### src/rtl/thermo_conv_ctrl.sv
// Flash-ADC thermometer sequencer: strobes the comparator bank, waits for settling,
// decodes 2^NS_LOG2 captures and returns sum/average/bubble status over valid/ready.
module thermo_conv_ctrl #(
  parameter int SETTLE_CYC = 2,
  parameter int NS_LOG2    = 2
) (
  input  logic                 clk,
  input  logic                 rst,
  input  logic                 start,
  output logic                 busy,
  output logic                 sample_en,
  input  logic [6:0]           therm_in,
  output logic                 out_valid,
  input  logic                 out_ready,
  output logic [NS_LOG2+2:0]   sum,
  output logic [2:0]           avg,
  output logic                 bubble_err
);

  localparam int             SW          = 3 + NS_LOG2;
  localparam logic [4:0]     SAMP_LAST   = 5'((1 << NS_LOG2) - 1);
  localparam logic [3:0]     SETTLE_LAST = 4'(SETTLE_CYC - 1);

  typedef enum logic [2:0] {IDLE, SAMPLE, SETTLE, CAPTURE, DONE} state_t;

  state_t          state_q, state_d;
  logic [4:0]      samp_cnt_q, samp_cnt_d;
  logic [3:0]      settle_cnt_q, settle_cnt_d;
  logic [SW-1:0]   sum_q, sum_d;
  logic            berr_q, berr_d;

  // Popcount equals the thermometer decode for legal codes and degrades gracefully on bubbles.
  function automatic logic [2:0] popcount7(input logic [6:0] t);
    logic [2:0] c;
    c = '0;
    for (int i = 0; i < 7; i++) c = c + {2'b00, t[i]};
    return c;
  endfunction

  function automatic logic is_therm(input logic [6:0] t);
    logic [6:0] t_inc;
    t_inc = t + 7'd1;
    return (t & t_inc) == 7'd0;
  endfunction

  always_ff @(posedge clk or posedge rst) begin
    if (rst) begin
      state_q      <= IDLE;
      samp_cnt_q   <= '0;
      settle_cnt_q <= '0;
      sum_q        <= '0;
      berr_q       <= 1'b0;
    end else begin
      state_q      <= state_d;
      samp_cnt_q   <= samp_cnt_d;
      settle_cnt_q <= settle_cnt_d;
      sum_q        <= sum_d;
      berr_q       <= berr_d;
    end
  end

  always_comb begin
    state_d      = state_q;
    samp_cnt_d   = samp_cnt_q;
    settle_cnt_d = settle_cnt_q;
    sum_d        = sum_q;
    berr_d       = berr_q;
    case (state_q)
      IDLE: begin
        if (start) begin
          state_d    = SAMPLE;
          sum_d      = '0;
          berr_d     = 1'b0;
          samp_cnt_d = '0;
        end
      end
      SAMPLE: begin
        state_d      = SETTLE;
        settle_cnt_d = '0;
      end
      SETTLE: begin
        if (settle_cnt_q == SETTLE_LAST) state_d = CAPTURE;
        else settle_cnt_d = settle_cnt_q + 4'd1;
      end
      CAPTURE: begin
        sum_d = sum_q + SW'(popcount7(therm_in));
        if (!is_therm(therm_in)) berr_d = 1'b1;
        if (samp_cnt_q == SAMP_LAST) begin
          state_d = DONE;
        end else begin
          samp_cnt_d = samp_cnt_q + 5'd1;
          state_d    = SAMPLE;
        end
      end
      DONE: begin
        if (out_ready) state_d = IDLE;
      end
      default: state_d = IDLE;
    endcase
  end

  assign busy       = (state_q != IDLE);
  assign sample_en  = (state_q == SAMPLE);
  assign out_valid  = (state_q == DONE);
  assign sum        = sum_q;
  assign avg        = sum_q[SW-1:NS_LOG2];
  assign bubble_err = berr_q;

endmodule

### config.mk
export PLATFORM = sky130hd
export DESIGN_NAME = thermo_conv_ctrl
export DESIGN_NICKNAME = d
export VERILOG_FILES = /design/src/rtl/thermo_conv_ctrl.sv
export SDC_FILE = /design/constraint.sdc
export NUM_CORES = 1
export LEC_CHECK = 0
export CAP_MARGIN = 10
export CORE_MARGIN = 4
export CORE_UTILIZATION = 52
export DETAILED_ROUTE_END_ITERATION = 7
export PLACE_DENSITY = 0.82
export SLEW_MARGIN = 20
export SYNTH_ARGS = -nofsm -noshare
export SYNTH_HDL_FRONTEND = slang
export SYNTH_SLANG_ARGS = --single-unit
### constraint.sdc
create_clock -name clk -period 5.3 [get_ports clk]
set_input_delay 1.325 -clock clk [delete_from_list [all_inputs] [get_ports clk]]
set_output_delay 1.325 -clock clk [all_outputs]
set_load 0.02 [all_outputs]
After elaboration in Yosys (flattened, before gate mapping)
Cells that the tools add are included. Widths: inputs -> output; s select.

Add/subtract/negate cells: 10. Eq/ne operators: 12. Multiplexer cells: 14. Bitwise logic cells: 1. Reduce and logical (&&, ||, !) cells: 10.

Operators by type and width (count): $pmux 5 s2 (2); $pmux 3 s5 (1); $add 3x1->3 (4); $mux 3 (4); $mux 5 (2); $ne 2x2->1 const B (5); $reduce_and 3->1 (3); $pmux 4 s2 (1); $add 7x1->7 const B (1); $and 7x7->7 (1); $logic_not 7->1 (1); $eq 3x2->1 const B (2); $add 5x1->5 const B (1); $add 5x3->5 (1); $eq 5x2->1 const B (1); $add 4x1->4 const B (1); $eq 4x1->1 const B (1); $mux 4 (1); $reduce_and 2->1 (2); $reduce_bool 2->1 (2); $add 2x1->3 (1); $eq 3x1->1 const B (1); $eq 3x3->1 const B (1); $logic_not 3->1 (1); other kinds (5) (6).

Register bits after elaboration: 18. Output and inout bits: 12. Word-level logic and storage cells: 52.

Logic depth before layout (Yosys ltp)
Gate-level depths: netlist (run 1).

Depth after elaboration: 8. Depth in mapped cells: 10. Gate-level depth less buffers: 10.

Worst setup path after synthesis (run 1)
Ideal clock, no wire load.

Kind: input-to-reg. Start point: input therm_in[0]. End point: register sum_q[4] (netlist: sum[4]). Library setup time: 0.136 ns. Arrival time: 3.703 ns. Data required time: 5.164 ns. Path slack: 1.461 ns. Cell stages on the path: 10. Buffers on the path: 0. Path through: fa_1 inv_1 fa_1 fa_1 inv_1 ha_1 fa_1 nand3_1 a21oi_1 mux2i_1.

Word-level cells in the longest chain between the ends: 8.

Ends and longest elaborated chain: start: declaration (RTL line 12) `input logic [6:0] therm_in,`; $add 1x1->2 (RTL line 36) `for (int i = 0; i < 7; i++) c = c + {2'b00, t[i]};`; $add 2x1->3 (RTL line 36); $add 3x1->3 (4 in a row) (RTL line 36); $add 5x3->5 (RTL line 86) `sum_d = sum_q + SW'(popcount7(therm_in));`; $pmux 5 s2 (RTL line 68) `case (state_q)`; end signal: assignment (RTL line 57) `sum_q <= sum_d;`; end: declaration (RTL line 29) `logic [SW-1:0] sum_q, sum_d;`.

No other way between the ends. A chain may end at the register's enable or synchronous reset.

Worst setup path after layout (run 1)
Ends and elaborated chain as after synthesis.

==> flow_summary.toml, run 1 <==
[outcome]
status = "finished, final reports clean"

[floorplan]
initial_core_util_pct = 55.3
die_x_um = 56.7
die_h_um = 56.7
rows = 17
core_mm2 = 0.00223
io_pins = 23
dieArea_mm2 = 0.00322

[synth]
synth.distinct_cells = 29
synth_edf_count = 0
async_reset_ff_share_pct = 100
yosys.area.top_type = "dfrtp_1"
yosysSeqAreaShare_pct = 36.5
netlist_instances = 128
synthTopCellsByArea = "dfrtp_1 36%, ha_1 12%, fa_1 6.5%, mux2i_1 6.5%, nand3_1 4.9%"
synth_nets = 155
ys_warn_count = 0
synth_top_area_share_pct = 36.5
synthFlopType = "dfrtp_1"
avgSynthCellArea_um2 = 9.65
syn_area_mm2 = 0.00123
synth-seq-cells = 18

[worst_setup_path]
timing_worst_setup_path_type = "primary input to flop"
crit_start = "therm_in[0]"
required_ps = 5480
r2r-start = "sum[0]$_DFFE_PP0P_"
r2r_slack_ps = 3270
crit_path_end_kind = "flop"
arrival_ps = 4360
cp-start-kind = "primary input"
r2r_cells = 8
endpoint = "sum[4]$_DFFE_PP0P_"
timing.rr.end = "sum[4]$_DFFE_PP0P_"
crit_fanout = 4

[finish]
nNetsFinal = 175
stdcell_count = 174
drive_gt1_share_pct = 5.48
area_growth_pct = 18.5
final_cell_mix = "22 x clkdlybuf4s50_1, 18 x dfrtp_1, 16 x nand2_1, 16 x inv_1"
final_common_cell = "clkdlybuf4s50_1"
final_util_pct = 65.5
n_antenna_cell = 0
final_area_mm2 = 0.00146
multi_input_area_um2 = 676
fillers = 176
seqCellArea_um2 = 450

[detailed_routing]
dr_total_vias = 947
drc = 0
first_pass_iters = 6
wl_per_cell_um = 13.9
antenna_left = 0
via_per_inst = 5.44
drtIter0Drc = 31
routed_wl_um = 2420

[clocking]
cts_tree = "built"
cts.sinks = 18
ctsHoldBuffers = 0
cts_resized = 0
ctsRootBufferMaster = "clkbuf_4"
clk_latency_ps = 290
ctsLongestPathBuffers = 2
numCtsBuffers = 3
post_cts_buffers = 0
cts_max_level = 1
path_clk_slew_ps = 90

[global_route]
overflow = 0
grt_pass1_vias = 957
antenna_found_initial = 0
grt_pass1_wl_um = 4150
grt_use_total_pct = 16.5
grt_max_degree = 19

[sta]
setup_viol = 0
post-route-min-period_ps = 4170
hold_viol_final = 0
fin_ws_ps = 1130
hold_slack_ps = 482
slew_headroom_pct = 54.6
skew_ps = 1.98
final-max-slew-violation-count = 0
fin_crit_sh_pct = 78.7
fin_setup_tns_ps = 0
rsz0062_at_grt = "no"
fmax_ghz = 0.240
tightest_slew_ps = 680

[placed_design]
place_area_mm2 = 0.00144
gp_congestion = 0.852
place_ws_ps = 818
place_hpwl_um = 1900
placed_cells = 171
portBuffers = 22

[job]
drv_cap = 0

[pwr]
vdd_drop_max_uv = 323
p_per_area_mw_per_mm2 = 513
leakage_nw = 0.731
power_mw = 0.751

[worst_hold_path]
min_from = "settle_cnt_q[3]$_DFFE_PP0P_"
hold_class = "flop to flop"
registers in the layout, summed over array words and instances (netlist names):
register,flops
bubble_err,1
samp_cnt_q,5
settle_cnt_q,4
state_q,3
sum,5
cells by family after synthesis:
| kind of cell | after synthesis | synth area share (%) |
|---|---|---|
| muxes | 8 | 6.48 |
| xor gates and xnor gates | 2 | 1.42 |
| and+or+nand+nor | 46 | 20.7 |
| AOI/OAI and AO/OA | 15 | 7.50 |
| adders and majority gates | 16 | 18.6 |
| buffers and inverters | 23 | 8.81 |
| DFF | 18 | 36.5 |
worst min-delay path by stage:
| stage | end | slack [ps] | cells after the start |
|---|---|---|---|
| global route | settle_cnt_q[3]$_DFFE_PP0P_ | 500 | 1 |
| CTS | settle_cnt_q[3]$_DFFE_PP0P_ | 480 | 1 |
| floorplan | settle_cnt_q[3]$_DFFE_PP0P_ | 440 | 1 |
| detailed placement | settle_cnt_q[3]$_DFFE_PP0P_ | 470 | 1 |
| global placement | samp_cnt_q[4]$_DFFE_PP0P_ | 460 | 1 |
| finish | settle_cnt_q[3]$_DFFE_PP0P_ | 480 | 1 |
Yosys cell counts (2+ instances only):
master and instances:
nand4_1 4, dfrtp_1 18, or4b_4 2, xnor2_1 2, buf_4 3, nand2_1 16
a21oi_1 5, inv_1 16, fa_1 4, or3b_2 2, buf_2 3, nand3_1 12
mux2i_1 8, nor2_1 2, ha_1 12, nor2b_1 3, o21ai_0 4
metal layers:
metal	vias to the layer above	GRT usage (%)	share of wire, %
met5	-	0	0
met2	17	28.7	50
met3	4	3.22	4.0
met4	0	8.94	2.4
met1	454	18.9	44
li1	472	-	-
where the power goes:
part | total (mW) | switching [mW] | leakage (nW) | internal (mW)
Combinational | 0.427 | 0.228 | 0.485 | 0.200
Sequential | 0.257 | 0.0648 | 0.233 | 0.192
Clock | 0.0666 | 0.0402 | 0.0138 | 0.0265
layout make-up:
class	count	area share (%)
repair buffers	22	15.0
flip-flops and latches	18	30.8
inverters	16	4.10
well taps	28	2.39
multi-input cells	87	46.2
clock buffers	3	1.54
worst max-delay path, stage by stage:
cell,delay [ps]
clkdlybuf4s50_1,500
fa_1,570
inv_1,50
fa_1,450
fa_1,490
inv_1,40
ha_1,200
fa_1,410
nand3_1,100
a21oi_1,80
mux2i_1,130
No activity file was read; power rests on OpenSTA's default activity.
==> run 2, diff against run 1 <==
Settings changed: CORE_UTILIZATION 52 to 46, PLACE_DENSITY 0.82 to 0.77.
Clock period 5.3 ns to 3.6 ns, I/O delays scaled along.
==> flow_summary.toml, run 2 (synthesis gave the netlist of run 1 again) <==
[outcome]
status = "finished, final reports clean"

[sta]
fin_crit_sh_pct = 94.5
skew_ps = 8.81
hold_viol_final = 0
tightest_slew_ps = 683
final-max-slew-violation-count = 0
fmax_ghz = 0.294
fin_setup_tns_ps = 0
slew_headroom_pct = 54.4
rsz0062_at_grt = "no"
post-route-min-period_ps = 3400
hold_slack_ps = 483
setup_viol = 0

[worst_setup_path]
cp-start-kind = "primary input"
crit_fanout = 2
crit_top_cell = "fa_1"
required_ps = 3790
timing_worst_setup_path_type = "primary input to flop"
crit_chain = "dlygate4sd2_1, fa_1, inv_1, fa_1, fa_1, inv_1, ha_1, fa_2, nand3_1, a21oi_1, mux2i_1"
arrival_ps = 3590
slowest_stage = "fa_1"
cpPeakStageDelay_ps = 540
crit_path_end_kind = "flop"

[clocking]
numCtsBuffers = 3
ctsRootBufferMaster = "clkbuf_4"
cts_max_level = 1
post_cts_buffers = 0
clk_latency_ps = 300
cts.sinks = 18
cts_tree = "built"
path_clk_slew_ps = 110
ctsHoldBuffers = 0
ctsLongestPathBuffers = 2

[floorplan]
die_x_um = 59.8
io_pins = 23
initial_core_util_pct = 49.0
dieArea_mm2 = 0.00358
rows = 18
die_h_um = 59.8
core_mm2 = 0.00252

[placed_design]
place_area_mm2 = 0.00146
gp_congestion = 0.802
place_hpwl_um = 1810
portBuffers = 22

[finish]
nNetsFinal = 177
final_area_mm2 = 0.00150
final_cell_mix = "19 x clkdlybuf4s50_1, 18 x dfrtp_1, 16 x nand2_1, 16 x inv_1"
final_util_pct = 59.5
fillers = 230
drive_gt1_share_pct = 8.05
final_common_cell = "clkdlybuf4s50_1"
seqCellArea_um2 = 450
multi_input_area_um2 = 678
n_antenna_cell = 0
area_growth_pct = 21.6

[global_route]
grt_pass1_vias = 1010
grt_max_degree = 19
grt_use_total_pct = 15.6
grt_pass1_wl_um = 4280
overflow = 0
antenna_found_initial = 0

[worst_hold_path]
hold_class = "flop to flop"

[job]
drv_cap = 0

[detailed_routing]
via_per_inst = 5.41
wl_per_cell_um = 13.0
antenna_left = 0
first_pass_iters = 4
drc = 0
routed_wl_um = 2330
drtIter0Drc = 17
dr_total_vias = 969

[pwr]
leakage_nw = 0.766
p_per_area_mw_per_mm2 = 755
vdd_drop_max_uv = 531
==> run 2: cell types whose count changed in the layout (fill, tap and decap cells not counted), sizes merged <==
cell | before | now
clkbuf | 3 | 4
dlygate4sd2 | 0 | 1
clkdlybuf4s50 | 22 | 19
dlymetal6s2s | 0 | 2
buf | 0 | 2
==> run 2: worst paths after layout <==
check | start | end | slack (ps) | depth (start not counted)
worst max-delay path | therm_in[0] | sum[4]$_DFFE_PP0P_ | 200 | 11
worst min-delay path | settle_cnt_q[3]$_DFFE_PP0P_ | settle_cnt_q[3]$_DFFE_PP0P_ | 480 | 1
worst max register to register | sum[0]$_DFFE_PP0P_ | sum[4]$_DFFE_PP0P_ | 1650 | 8
worst min register to register | settle_cnt_q[3]$_DFFE_PP0P_ | settle_cnt_q[3]$_DFFE_PP0P_ | 480 | 1
max in group asynchronous | rst | state_q[1]$_DFFE_PP0P_ | 2170 | 2
min in group asynchronous | rst | state_q[0]$_DFFE_PP0P_ | 990 | 2
==> run 2: layer usage <==
metal / GRT usage [%] / wire length (um) / up-vias
met5: 0 / 0 / -
met1: 18.8 / 999 / 469
met2: 27.2 / 1160 / 21
met4: 7.59 / 43 / 0
li1: - / - / 475
met3: 1.94 / 125 / 4
==> run 2: cell type report <==
class / instances / share of cell area (%)
inverter: 16 / 4.00
multi-input combinational: 87 / 45.2
tap: 30 / 2.50
sequential: 18 / 30.0
clock buffer: 4 / 2.42
timing repair buffer: 24 / 15.9
==> run 2: what timing repair did <==
action | in CTS | in global routing
setup endpoints to repair | 2 | 3
gates resized for setup | 2 | 2
hold endpoints to repair | 0 | 0
==> run 2: through the flow <==
| stage | instances | total power [mW] | setup WS, ps |
|---|---|---|---|
| 6_report | 179 | 1.13 | 198 |
| 3_3_place_gp | 175 | 0.983 | -355 |
| 2_1_floorplan | 128 | 0.826 | 186 |
| 4_1_cts | 179 | 1.14 | 19.6 |
| 5_1_grt | 179 | 1.25 | 53.0 |
| 3_5_place_dp | 175 | 1.01 | -389 |
==> run 2: power by group <==
group	total [mW]	leakage, nW	switching, mW	internal (mW)
clock network	0.124	0.0210	0.0623	0.0617
logic	0.633	0.513	0.335	0.297
registers	0.377	0.233	0.0942	0.283
==> run 2: critical path: cells and delay by family <==
family          cells  cell delay (ps)
fa+ha+maj           5             2040
buf+inv             3              350
compound gates      1               70
mux                 1              130
simple gates        1               90
==> run 3, diff against run 2 <==
--- a/config.mk
+++ b/config.mk
@@ -9,5 +9,6 @@
 export CORE_MARGIN = 4
-export CORE_UTILIZATION = 46
+export CORE_UTILIZATION = 52
 export DETAILED_ROUTE_END_ITERATION = 7
-export PLACE_DENSITY = 0.77
+export GPL_ROUTABILITY_DRIVEN = 0
+export PLACE_DENSITY = 0.82
 export SLEW_MARGIN = 20
==> constraint.sdc (replaced) <==
create_clock -name clk -period 4 [get_ports clk]
set_input_delay 0.4 -clock clk [delete_from_list [all_inputs] [get_ports clk]]
set_output_delay 0.4 -clock clk [all_outputs]
set_load 0.02 [all_outputs]
==> results of run 3 <==
Same layout as run 1 (identical final DEF). Status: finished, final reports clean.
Among the figures that moved: setup slack after placement 818 ps -> 443 ps; setup slack after layout 1130 ps -> 752 ps; register-to-register setup slack 3270 ps -> 1970 ps; total power 0.751 mW -> 0.995 mW; worst IR drop on VDD 323 uV -> 428 uV
